[config.mk]
export PLATFORM = sky130hd
export DESIGN_NAME = ram_port_arbiter
export DESIGN_NICKNAME = d
export VERILOG_FILES = /design/src/rtl/ram_port_arbiter_pkg.sv /design/src/rtl/ram_port_arbiter_picker.sv /design/src/rtl/ram_port_arbiter.sv
export SDC_FILE = /design/constraint.sdc
export NUM_CORES = 1
export LEC_CHECK = 0
export ABC_CLOCK_PERIOD_IN_PS = 4200
export BUFFER_PORTS_ARGS = -buffer_cell sky130_fd_sc_hd__buf_2
export CORE_ASPECT_RATIO = 0.7
export CORE_MARGIN = 4
export CORE_UTILIZATION = 30
export CTS_BUF_LIST = sky130_fd_sc_hd__clkbuf_8
export DETAILED_ROUTE_END_ITERATION = 8
export PLACE_DENSITY_LB_ADDON = 0.3
export SYNTH_ARGS = -nofsm -noshare
export SYNTH_HDL_FRONTEND = slang
export SYNTH_HIERARCHICAL = 1
export SYNTH_SLANG_ARGS = --single-unit
[constraint.sdc]
create_clock -name clk -period 4.2 [get_ports clk]
set_clock_uncertainty 0.15 [all_clocks]
set_input_delay 0.84 -clock clk [delete_from_list [all_inputs] [get_ports clk]]
set_output_delay 0.84 -clock clk [all_outputs]
set_load 0.1 [all_outputs]
[src/rtl/ram_port_arbiter_pkg.sv]
// Shared constants for the RAM port arbiter: arbitration mode encodings and
// the helper that sizes per-port index fields.
package ram_port_arbiter_pkg;

  localparam int unsigned ARB_FIXED = 0;
  localparam int unsigned ARB_RR    = 1;

  // Width of a port index; never below 1 so index fields stay legal vectors.
  function automatic int unsigned idx_width(input int unsigned n);
    return (n > 1) ? $clog2(n) : 1;
  endfunction

endpackage

[src/rtl/ram_port_arbiter_picker.sv]
// Circular priority picker: first requester at or after start wins (one-hot).
// Fixed priority is the special case start == 0.
module round_robin_picker
  import ram_port_arbiter_pkg::*;
#(
  parameter  int unsigned NUM_PORTS = 2,
  localparam int unsigned IdxW      = idx_width(NUM_PORTS)
) (
  input  logic [NUM_PORTS-1:0] req,
  input  logic [IdxW-1:0]      start,
  output logic [NUM_PORTS-1:0] grant
);

  logic        found;
  int unsigned p;

  always_comb begin
    found = 1'b0;
    grant = '0;
    p     = 0;
    for (int unsigned i = 0; i < NUM_PORTS; i++) begin
      p = (32'(start) + i) % NUM_PORTS;
      if (!found && req[p]) begin
        grant[p] = 1'b1;
        found    = 1'b1;
      end
    end
  end

endmodule

[src/rtl/ram_port_arbiter.sv]
// Multi-port arbiter in front of a single-port RAM: combinational grant with
// optional lock, fixed or round-robin priority, and read-tag return pipeline.
module ram_port_arbiter
  import ram_port_arbiter_pkg::*;
#(
  parameter int unsigned NUM_PORTS     = 2,
  parameter int unsigned DATA_WIDTH    = 8,
  parameter int unsigned ADDRESS_WIDTH = 17,
  parameter int unsigned RD_LATENCY    = 1,
  parameter int unsigned ARB_MODE      = ARB_FIXED
) (
  input  logic                             clk,
  input  logic                             rst,
  input  logic [NUM_PORTS-1:0]             req,
  input  logic [NUM_PORTS-1:0]             we,
  input  logic [NUM_PORTS-1:0]             lock,
  input  logic [NUM_PORTS*ADDRESS_WIDTH-1:0] addr,
  input  logic [NUM_PORTS*DATA_WIDTH-1:0]  wdata,
  output logic [NUM_PORTS-1:0]             grant,
  output logic [DATA_WIDTH-1:0]            rdata,
  output logic [NUM_PORTS-1:0]             rvalid,
  output logic                             ram_CE,
  output logic                             ram_WE,
  output logic [ADDRESS_WIDTH-1:0]         ram_address,
  output logic [DATA_WIDTH-1:0]            ram_data_output,
  input  logic [DATA_WIDTH-1:0]            ram_data_input
);

  localparam int unsigned IdxW = idx_width(NUM_PORTS);

  logic [IdxW-1:0]       ptr_q, ptr_d;
  logic [IdxW-1:0]       owner_q, owner_d;
  logic                  locked_q, locked_d;
  logic                  held;
  logic [IdxW-1:0]       start;
  logic [NUM_PORTS-1:0]  pick;
  logic [IdxW-1:0]       gidx;
  logic                  gany;
  logic                  rd_issue;

  logic [RD_LATENCY-1:0] tag_v_q;
  logic [IdxW-1:0]       tag_idx_q [RD_LATENCY];

  // A held lock overrides arbitration; a dropped lock falls straight through.
  assign held  = locked_q && req[owner_q] && lock[owner_q];
  assign start = (ARB_MODE == ARB_RR) ? ptr_q : '0;

  round_robin_picker #(
    .NUM_PORTS (NUM_PORTS)
  ) u_picker (
    .req   (req),
    .start (start),
    .grant (pick)
  );

  always_comb begin
    grant = '0;
    gidx  = '0;
    for (int unsigned i = 0; i < NUM_PORTS; i++) begin
      grant[i] = rst && (held ? (owner_q == IdxW'(i)) : pick[i]);
    end
    for (int unsigned i = 0; i < NUM_PORTS; i++) begin
      if (grant[i]) gidx = IdxW'(i);
    end
  end

  assign gany = |grant;

  always_comb begin
    ram_CE          = 1'b0;
    ram_WE          = 1'b0;
    ram_address     = '0;
    ram_data_output = '0;
    if (gany) begin
      ram_CE          = 1'b1;
      ram_WE          = we[gidx];
      ram_address     = addr[32'(gidx)*ADDRESS_WIDTH +: ADDRESS_WIDTH];
      ram_data_output = wdata[32'(gidx)*DATA_WIDTH +: DATA_WIDTH];
    end
  end

  assign rd_issue = ram_CE && !ram_WE;

  always_comb begin
    ptr_d    = ptr_q;
    owner_d  = gidx;
    locked_d = gany && lock[gidx];
    if (ARB_MODE == ARB_RR && gany && !held) begin
      ptr_d = (32'(gidx) == NUM_PORTS - 1) ? '0 : gidx + 1'b1;
    end
  end

  always_ff @(posedge clk or negedge rst) begin
    if (!rst) begin
      ptr_q    <= '0;
      owner_q  <= '0;
      locked_q <= 1'b0;
    end else begin
      ptr_q    <= ptr_d;
      owner_q  <= owner_d;
      locked_q <= locked_d;
    end
  end

  always_ff @(posedge clk or negedge rst) begin
    if (!rst) begin
      tag_v_q <= '0;
      for (int unsigned i = 0; i < RD_LATENCY; i++) tag_idx_q[i] <= '0;
    end else begin
      tag_v_q[0]   <= rd_issue;
      tag_idx_q[0] <= gidx;
      for (int unsigned i = 1; i < RD_LATENCY; i++) begin
        tag_v_q[i]   <= tag_v_q[i-1];
        tag_idx_q[i] <= tag_idx_q[i-1];
      end
    end
  end

  always_comb begin
    rvalid = '0;
    rdata  = '0;
    if (tag_v_q[RD_LATENCY-1]) begin
      rvalid[tag_idx_q[RD_LATENCY-1]] = 1'b1;
      rdata                           = ram_data_input;
    end
  end

endmodule
==> impl_metrics.csv, run 1 <==
group,metric,value,unit
die,start_util,32.0,%
clock_network,hold_buffers,0,
clock_network,cts-resized-gates,0,
timing,layout_worst_path_cycle_share,89.0,%
detailed_routing,wirelength,4530,microns
global_routing,antenna_found_initial,0,
logic_synthesis,synth_cell_types,28,
logic_synthesis,synth.largest_area_cell,"a221oi_1",
die,die_y,57.1,microns
worst_setup_path,r2r_start,"tag_idx_q",
timing,period_needed,3.74,ns
clock_network,clock-sinks,3,
layout,area_delta_synth_final,89.1,%
power_and_ir_drop,ir_drop,95.4,uV
worst_setup_path,setup.worst_path.start,"req[1]",
layout,layout_common_cells,"buf_2 (86), nand4_1 (28), o31ai_1 (27)",
global_routing,grt_max_degree,32,
logic_synthesis,syn_avg_cell_area,7.28,sq um
timing,rsz0062_at_grt,"false",
worst_setup_path,cp-end-kind,"output pin",
clock_network,post-cts-setup-buffers,0,
worst_setup_path,cp_max_fo,11,
detailed_routing,avgViaCountPerCell,5.76,
timing,setup_violations,0,
clock_network,cts.clk_slew.worst_paths,0.03,ns
hold_path,min_path_type,"in -> async",
run_status,outcome,"completed",
layout,drive_above_1_share,57.0,%
worst_setup_path,cp_num_buf_inv,3,
worst_setup_path,crit_chain,"buf_2 > a21boi_1 > a41oi_2 > buf_4 > o31ai_1 > a221oi_1 > buf_2",
timing,worst_pin_slew,0.726,ns
place,place_ws,0.488,ns
clock_network,ctsHtreeMaxLevel,1,
logic_synthesis,synth_top_cell_area_share,22.9,%
die,core,3230,sq um
place,portBuffers,104,
worst_setup_path,crit_family,"compound AO/OA/AOI/OAI gates",
job,cap_violations,0,
die,std_cell_rows,17,
logic_synthesis,netlist_instances,142,
clock_network,cts_max_path_buffers,2,
logic_synthesis,syn_area,1030,sq um
die,dieArea,4460,sq um
worst_setup_path,path_common_cell,"buf_2",
worst_setup_path,critical_path_required,3.21,ns
place,gp_congestion,0.789,
global_routing,grt_overflow,0,
worst_setup_path,slowest_stage,"a41oi_2",
layout,final_common_cell,"buf_2",
detailed_routing,vias,1623,
timing,timing.fmax,268,MHz
timing,hold_viol,0,
logic_synthesis,ys_seq_area_share,7.26,%
power_and_ir_drop,p_per_area,236,nW/um^2
timing,timing.hold.ws,0.487,ns
worst_setup_path,slowest_delay,0.49,ns
detailed_routing,drc,0,
worst_setup_path,crit_path_start_kind,"input pin",
timing,slew_violations,0,
clock_network,cts-root-buf,"clkbuf_8",
global_routing,track_usage,18.5,%
timing,setup_ws,0.463,ns
clock_network,cts_buffers,3,
clock_network,insertion_delay,0.21,ns
place,post_dp_cell_area,1910,sq um
logic_synthesis,synth_warnings,6,
die,io_pins,105,
global_routing,grt_pass1_vias,1483,
detailed_routing,drtIter0Drc,86,
logic_synthesis,ys_seq_elements,3,
worst_setup_path,cp_data_arrival_time,2.75,ns
worst_setup_path,crit_type,"in -> out",
layout,num_antenna_cells,0,
timing,worst_slew_margin_rel,51.4,%
global_routing,grt_pass1_wl,6980,microns
place,place_hpwl,3310,microns
clock_network,cts_tree,"done",
layout,nets,302,
logic_synthesis,netlist_top_cells_area,"a221oi_1 (23%), o31ai_1 (20%), nand4_1 (17%), dfrtp_1 (7.3%), and2_1 (5.4%)",
power_and_ir_drop,power_leakage,0.854,nW
die,die_w,78.2,microns
detailed_routing,antenna_left,0,
detailed_routing,wl_per_cell,16.0,microns
layout,fin_area,1950,sq um
detailed_routing,dr.pass1.iters,4,
cells in the mapped netlist, drive strengths merged:
| cell type | count |
|---|---|
| nand4 | 28 |
| a221oi | 27 |
| o31ai | 27 |
| buf | 14 |
| clkbuf | 13 |
| and2 | 9 |
| dfrtp | 3 |
| a21boi | 2 |
| a21oi | 2 |
| inv | 2 |
| nor2 | 2 |
| a2111oi | 1 |
| a41o | 1 |
| a41oi | 1 |
| and3 | 1 |
| and3b | 1 |
| and4 | 1 |
| and4b | 1 |
| conb | 1 |
| nand4b | 1 |
| nor2b | 1 |
| nor3 | 1 |
| o21ai | 1 |
| o31a | 1 |
power by group:
group | leakage (nW) | internal (mW) | switching (mW) | total [mW]
Combinational | 0.788 | 0.104 | 0.243 | 0.347
Clock | 0.0269 | 0.0621 | 0.0172 | 0.0793
Sequential | 0.0398 | 0.0309 | 0.00352 | 0.0344
Total | 0.854 | 0.197 | 0.264 | 0.460
kinds of logic after synthesis:
group / share of synthesized area (%)
AND/OR/NAND/NOR: 28.9
buffers and inverters: 13.9
AO/OA/AOI/OAI: 49.5
flip-flops: 7.26
other: 0.363
cell type report:
cell class | count | area, sq um
flip-flops and latches | 3 | 75.1
inverters | 2 | 7.51
multi-input cells | 111 | 895
fillers | 301 | 1280
well taps | 47 | 58.8
clock inverters | 1 | 3.75
clock buffers | 3 | 41.3
repair buffers | 115 | 873
metrics by stage:
step	power (mW)	instances	utilization (%)	setup TNS, ns
2_1_floorplan	0.274	143	-	-10.44
4_1_cts	0.462	282	60.4	0
3_3_place_gp	0.380	278	59.1	0
6_report	0.460	282	60.4	0
3_5_place_dp	0.381	278	59.1	0
5_1_grt	0.482	282	60.4	0
flip-flops by register name, summed over array words and instances (netlist names):
signal / count
tag_idx_q: 1
tag_v_q: 1
locked_q: 1
worst reg2reg max path, delay by kind of cell (launching register included):
| family | cells | cell delay (ns) |
|---|---|---|
| simple gates | 2 | 1.23 |
| flops | 1 | 0.45 |
| compound gates | 1 | 0.33 |
final timing paths:
check / to / slack, ns / cells after the start
worst min-delay path: locked_q / 0.49 / 2
min in group clk: locked_q / 0.80 / 3
worst max register to register: tag_v_q / 1.93 / 3
max in group asynchronous: tag_idx_q / 3.18 / 2
worst max-delay path: ram_address[2] / 0.46 / 7
worst min register to register: tag_v_q / 0.91 / 3
routing by layer:
metal	up-vias	track usage (%)	routed length, microns	part of all wire, %
li1	802	-	-	-
met1	751	24.7	2070	46
met2	68	30.5	2030	45
met3	2	4.73	409	9.0
met4	0	3.24	23	0.51
met5	-	0	0	0
(Power assumes the default switching activity.)
==> run 2, diff against run 1 <==
--- a/config.mk
+++ b/config.mk
@@ -9,11 +9,10 @@
 export BUFFER_PORTS_ARGS = -buffer_cell sky130_fd_sc_hd__buf_2
 export CORE_ASPECT_RATIO = 0.7
 export CORE_MARGIN = 4
-export CORE_UTILIZATION = 30
+export CORE_UTILIZATION = 27
 export CTS_BUF_LIST = sky130_fd_sc_hd__clkbuf_8
 export DETAILED_ROUTE_END_ITERATION = 8
-export PLACE_DENSITY_LB_ADDON = 0.3
+export PLACE_DENSITY = 0.86
 export SYNTH_ARGS = -nofsm -noshare
 export SYNTH_HDL_FRONTEND = slang
-export SYNTH_HIERARCHICAL = 1
 export SYNTH_SLANG_ARGS = --single-unit
==> run 2 against run 1 <==
Against the previous run:
- cell count decreased by 35%
- wire length decreased by 45%
- non-clock buffer count decreased by 11
- final area decreased by 45%
- setup slack improved by 0.33 ns
- via count decreased by 47%
==> impl_metrics.csv, run 2 <==
group,metric,value,unit
run_status,outcome,"completed",
timing,worst_pin_slew,0.783,ns
logic_synthesis,synthXorXnorAreaFrac,0,%
die,std_cell_rows,13,
place,gp_congestion,0.712,
logic_synthesis,ys_seq_elements,3,
power_and_ir_drop,switching_share,58.9,%
power_and_ir_drop,combPwrFrac,67.4,%
clock_network,cts.clk_slew.worst_paths,0.03,ns
logic_synthesis,synth_warnings,0,
clock_network,post-cts-setup-buffers,0,
place,dp_cells,179,
clock_network,ctsHtreeMaxLevel,1,
logic_synthesis,yosys_most_used_dff,"dfrtp_1",
logic_synthesis,netlist_instances,58,
detailed_routing,drtIter0Drc,11,
worst_setup_path,rrSetupSlack,2.57,ns
worst_setup_path,r2r_cells,3,
place,post_dp_cell_area,1030,sq um
worst_setup_path,setup.worst_path.start,"rst",
job,cap_violations,0,
clock_network,insertion_delay,0.21,ns
logic_synthesis,async_reset_ff_share,100,%
worst_setup_path,cp_max_fo,28,
worst_setup_path,r2r_start,"tag_idx_q",
worst_setup_path,crit_type,"in -> out",
layout,drive_above_1_share,68.9,%
timing,setup_violations,0,
logic_synthesis,synthesis.nets,124,
global_routing,track_usage,16.7,%
layout,nets,228,
timing,slew_violations,0,
logic_synthesis,syn_area,532,sq um
global_routing,grt_max_degree,30,
logic_synthesis,netlist_top_cells_area,"a22o_1 (44%), dfrtp_1 (14%), and2_1 (12%), buf_6 (8.5%), a41oi_4 (5.2%)",
worst_setup_path,critical_path_required,3.21,ns
worst_setup_path,cp_data_arrival_time,2.42,ns
logic_synthesis,ys_seq_area_share,14.1,%
layout,largestRegisters,"locked_q (1), tag_idx_q (1), tag_v_q (1)",
logic_synthesis,synth_top_cell_area_share,44.5,%
die,dieArea,2750,sq um
detailed_routing,wl_per_cell,13.7,microns
clock_network,cts-root-buf,"clkbuf_8",
layout,area_delta_synth_final,102,%
detailed_routing,avgViaCountPerCell,4.70,
die,io_pins,105,
logic_synthesis,synth.most_common_cell,"a22o_1",
die,start_util,28.4,%
global_routing,grt_pass1_wl,3440,microns
power_and_ir_drop,p_clk_share,23.1,%
layout,fin_area,1070,sq um
hold_path,min_path_type,"in -> async",
timing,layout_worst_path_cycle_share,81.2,%
logic_synthesis,synth_top_family_by_area,"compound AO/OA/AOI/OAI gates",
power_and_ir_drop,ir_drop,207,uV
clock_network,cts_buffers,3,
logic_synthesis,synth-edff-count,0,
power_and_ir_drop,power_switching,0.205,mW
layout,utilization,57.3,%
global_routing,antenna_found_initial,0,
clock_network,clock-sinks,3,
place,portBuffers,104,
die,core,1870,sq um
layout,layout.cells.non_filler,183,
power_and_ir_drop,power.total,0.348,mW
layout,layout_common_cells,"buf_2 (104), a22o_1 (27), and2_1 (10)",
detailed_routing,dr.pass1.iters,3,
worst_setup_path,r2r-end,"tag_v_q",
global_routing,grt_overflow,0,
detailed_routing,antenna_left,0,
logic_synthesis,synth_cell_types,15,
clock_network,cts_max_path_buffers,2,
layout,final_common_cell,"buf_2",
die,die_w,61.0,microns
detailed_routing,drc,0,
clock_network,cts-resized-gates,0,
timing,setup-tns-final,0,ns
worst_setup_path,cp-end-kind,"output pin",
power_and_ir_drop,power_leakage,0.687,nW
logic_synthesis,synth_mux_area_share,0,%
timing,hold_viol,0,
clock_network,hold_buffers,0,
power_and_ir_drop,p_per_area,324,nW/um^2
clock_network,cts_tree,"done",
worst_setup_path,crit_end,"ram_address[0]",
layout,num_antenna_cells,0,
timing,period_needed,3.41,ns
timing,worst_slew_margin_rel,47.6,%
global_routing,grt_pass1_vias,808,
logic_synthesis,synthAdderAreaFrac,0,%
logic_synthesis,netlist_top_cells_count,"a22o_1 (27), and2_1 (10), buf_6 (4)",
detailed_routing,wirelength,2510,microns
power_and_ir_drop,seq_power_share,9.5,%
logic_synthesis,synth.largest_area_cell,"a22o_1",
power_and_ir_drop,cellInternalPower,0.143,mW
logic_synthesis,syn_avg_cell_area,9.17,sq um
logic_synthesis,synthSimpleGateAreaFrac,18.1,%
die,die_y,45.1,microns
detailed_routing,vias,861,
worst_setup_path,crit_path_start_kind,"input pin",
logic_synthesis,synth_compound_area_share,56.5,%
timing,timing.fmax,293,MHz
timing,rsz0062_at_grt,"false",
run 2: cell families (layout without fill, tap and decap cells):
logic type      after synthesis  count (layout)
flops                         3               3
buf+inv                       7             110
simple gates                 16              16
compound gates               32              32
run 2: worst max-delay path: stages:
cell and delay (ns):
buf_2 0.15, nand2_2 0.08, a41oi_4 0.65, a22o_1 0.25, buf_2 0.43
run 2: power by group through the flow:
stage          sequential [mW]  combinational, mW  clock (mW)
6_report                0.0331              0.234      0.0803
5_1_grt                 0.0335              0.243      0.0834
4_1_cts                 0.0331              0.235      0.0810
3_5_place_dp            0.0334              0.235           0
3_3_place_gp            0.0331              0.232           0
2_1_floorplan           0.0328              0.184           0
run 2: layout make-up:
class / count / area, sq um
well taps: 22 / 27.5
flip-flops and latches: 3 / 75.1
multi-input cells: 48 / 397
inverters: 2 / 7.51
clock inverters: 1 / 3.75
clock buffers: 3 / 41.3
fillers: 176 / 798
repair buffers: 104 / 520
run 2: worst min path at each step:
stage,to,slack (ns)
floorplan,locked_q,0.39
finish,locked_q,0.29
global route,locked_q,0.30
detailed placement,tag_v_q,0.51
global placement,locked_q,0.51
CTS,locked_q,0.29
run 2: metrics by stage:
| stage | setup WS, ns | hold slack (ns) |
|---|---|---|
| after floorplan | 0.918 | 0.394 |
| after global placement | 0.853 | 0.510 |
| after detailed placement | 0.792 | 0.513 |
| after CTS | 0.785 | 0.293 |
| after global routing | 0.652 | 0.298 |
| final | 0.790 | 0.291 |
run 2: routing by layer:
metal  share of wire (%)  vias to the layer above  global-route usage [%]  wire [microns]
li1                    -                      434                       -               -
met1                  37                      375                    18.9             916
met2                  53                       48                    30.8            1330
met3                 8.6                        4                    1.43             215
met4                 1.6                        0                    9.09              40
met5                   0                        -                       0               0
==> run 3, diff against run 2 <==
--- a/config.mk
+++ b/config.mk
@@ -5,14 +5,14 @@
 export SDC_FILE = /design/constraint.sdc
 export NUM_CORES = 1
 export LEC_CHECK = 0
-export ABC_CLOCK_PERIOD_IN_PS = 4200
+export ABC_CLOCK_PERIOD_IN_PS = 3350
 export BUFFER_PORTS_ARGS = -buffer_cell sky130_fd_sc_hd__buf_2
 export CORE_ASPECT_RATIO = 0.7
 export CORE_MARGIN = 4
-export CORE_UTILIZATION = 27
+export CORE_UTILIZATION = 25
 export CTS_BUF_LIST = sky130_fd_sc_hd__clkbuf_8
 export DETAILED_ROUTE_END_ITERATION = 8
-export PLACE_DENSITY = 0.86
+export PLACE_DENSITY = 0.81
 export SYNTH_ARGS = -nofsm -noshare
 export SYNTH_HDL_FRONTEND = slang
 export SYNTH_SLANG_ARGS = --single-unit
==> constraint.sdc (replaced) <==
create_clock -name clk -period 3.35 [get_ports clk]
set_clock_uncertainty 0.15 [all_clocks]
set_input_delay 0.67 -clock clk [delete_from_list [all_inputs] [get_ports clk]]
set_output_delay 0.67 -clock clk [all_outputs]
set_load 0.1 [all_outputs]
==> run 3 against run 2 <==
Against the previous run:
- sequential share of layout area is 0.097 points lower
- largest power group unchanged
- critical path depth is 1 higher
- worst hold slack worse by 0.17 ns
- non-clock buffer count is 2 higher
- setup slack worse by 0.22 ns
- first-iteration DRC count grew to 2.8 times the previous value
- die area is 6.7% higher
- largest cell class unchanged
- via count is 2.6% higher
- flip-flop and latch count stayed put
- sequential power is 25% higher
==> impl_metrics.csv, run 3 (synthesis results as in run 2) <==
group,metric,value,unit
worst_setup_path,path_common_cell,"buf_2",
global_routing,busiest_layer,"met2",
clock_network,cts-root-buf,"clkbuf_8",
place,portBuffers,104,
die,core,1940,sq um
power_and_ir_drop,p_per_area,401,nW/um^2
clock_network,cts.clk_slew.worst_paths,0.03,ns
detailed_routing,antenna_left,0,
clock_network,hold_buffers,0,
layout,multi_input_area,397,sq um
worst_setup_path,cp_data_arrival_time,1.96,ns
global_routing,grt_overflow,0,
place,gp_congestion,0.773,
detailed_routing,drtIter0Drc,31,
global_routing,grt_pass1_vias,809,
worst_setup_path,crit_chain,"buf_2 > nand2_2 > a41oi_4 > buf_4 > a22o_1 > buf_2",
layout,regArea,75.1,sq um
detailed_routing,drc,0,
worst_setup_path,slowest_stage,"buf_2",
place,place_ws,0.557,ns
layout,area_delta_synth_final,104,%
die,die_y,46.6,microns
layout,drive_above_1_share,69.3,%
run_status,outcome,"completed",
die,dieArea,2940,sq um
clock_network,insertion_delay,0.21,ns
clock_network,cts_max_path_buffers,2,
job,cap_violations,0,
power_and_ir_drop,ir_drop,143,uV
timing,worst_slew_margin_rel,66.5,%
die,die_w,63.1,microns
layout,num_antenna_cells,0,
global_routing,antenna_found_initial,0,
die,io_pins,105,
worst_setup_path,r2r_start,"tag_idx_q",
global_routing,grt_pass1_wl,3480,microns
worst_setup_path,slowest_delay,0.43,ns
detailed_routing,wirelength,2400,microns
place,dp_cells,181,
timing,rsz0062_at_grt,"false",
worst_setup_path,critical_path_required,2.53,ns
timing,slew_violations,0,
worst_setup_path,setup.worst_path.start,"rst",
die,std_cell_rows,13,
clock_network,cts-resized-gates,0,
clock_network,clock-sinks,3,
die,start_util,27.5,%
worst_setup_path,cp_num_buf_inv,3,
worst_setup_path,crit_path_start_kind,"input pin",
timing,worst_pin_slew,0.505,ns
layout,nets,230,
clock_network,ctsHtreeMaxLevel,1,
layout,fillerInstances,178,
timing,setup-tns-final,0,ns
timing,timing.fmax,359,MHz
detailed_routing,wl_per_cell,13.0,microns
layout,layout_common_cells,"buf_2 (104), a22o_1 (27), and2_1 (10)",
detailed_routing,avgViaCountPerCell,4.77,
global_routing,grt_max_degree,30,
timing,timing.hold.ws,0.119,ns
timing,setup_violations,0,
global_routing,track_usage,15.3,%
global_routing,grtUsageMet2,29.1,%
worst_setup_path,cp_max_fo,28,
clock_network,cts_tree,"done",
timing,setup_ws,0.568,ns
detailed_routing,dr.pass1.iters,4,
global_routing,grt_use_met1,15.3,%
global_routing,grt_use_met3,6.34,%
layout,layout.cells.non_filler,185,
clock_network,cts_buffers,3,
layout,largestRegisters,"locked_q (1), tag_idx_q (1), tag_v_q (1)",
detailed_routing,vias,883,
timing,hold_viol,0,
power_and_ir_drop,power_leakage,0.697,nW
place,place_hpwl,2020,microns
worst_setup_path,crit_family,"buffers and inverters",
timing,period_needed,2.78,ns
hold_path,min_path_type,"in -> async",
worst_setup_path,crit_type,"in -> out",
layout,final_common_cell,"buf_2",
timing,layout_worst_path_cycle_share,83.1,%
worst_setup_path,cp-end-kind,"output pin",
clock_network,post-cts-setup-buffers,0,
==> run 3: final timing paths <==
check | end | slack (ns) | depth (start not counted)
max | ram_address[10] | 0.57 | 6
min | locked_q | 0.12 | 1
max reg2reg | tag_v_q | 1.94 | 4
min reg2reg | locked_q | 0.66 | 3
max in group asynchronous | tag_v_q | 2.79 | 1
min in group clk | tag_v_q | 0.61 | 3
==> run 3: routing by layer <==
layer  share of wire (%)  wire, microns
met1                  38            906
met2                  51           1220
met3                  11            259
met4                0.79             19
met5                   0              0
==> run 3: cell type report <==
type	instances	area share, %
Multi-Input combinational cell	48	36.5
Clock buffer	3	3.80
Inverter	2	0.690
Timing Repair Buffer	106	49.3
Tap cell	22	2.53
Clock inverter	1	0.345
Sequential cell	3	6.90
==> run 3: worst reg2reg max path, cell delays in order (launching register included) <==
cell and delay, ns:
dfrtp_1 0.44, nand3_2 0.12, a21oi_4 0.14, buf_4 0.29, a22o_1 0.20
==> run 3: metrics by stage <==
stage	power [mW]	util, %	cell area, sq um
after floorplan	0.272	-	532
after global placement	0.335	53.8	1040
after detailed placement	0.336	53.8	1040
after CTS	0.442	56.2	1090
after global routing	0.456	56.2	1090
final	0.436	56.2	1090
==> run 3: power breakdown <==
| group | internal [mW] | switching [mW] |
|---|---|---|
| Clock | 0.0779 | 0.0227 |
| Combinational | 0.0639 | 0.230 |
| Sequential | 0.0384 | 0.00302 |
| Total | 0.180 | 0.256 |
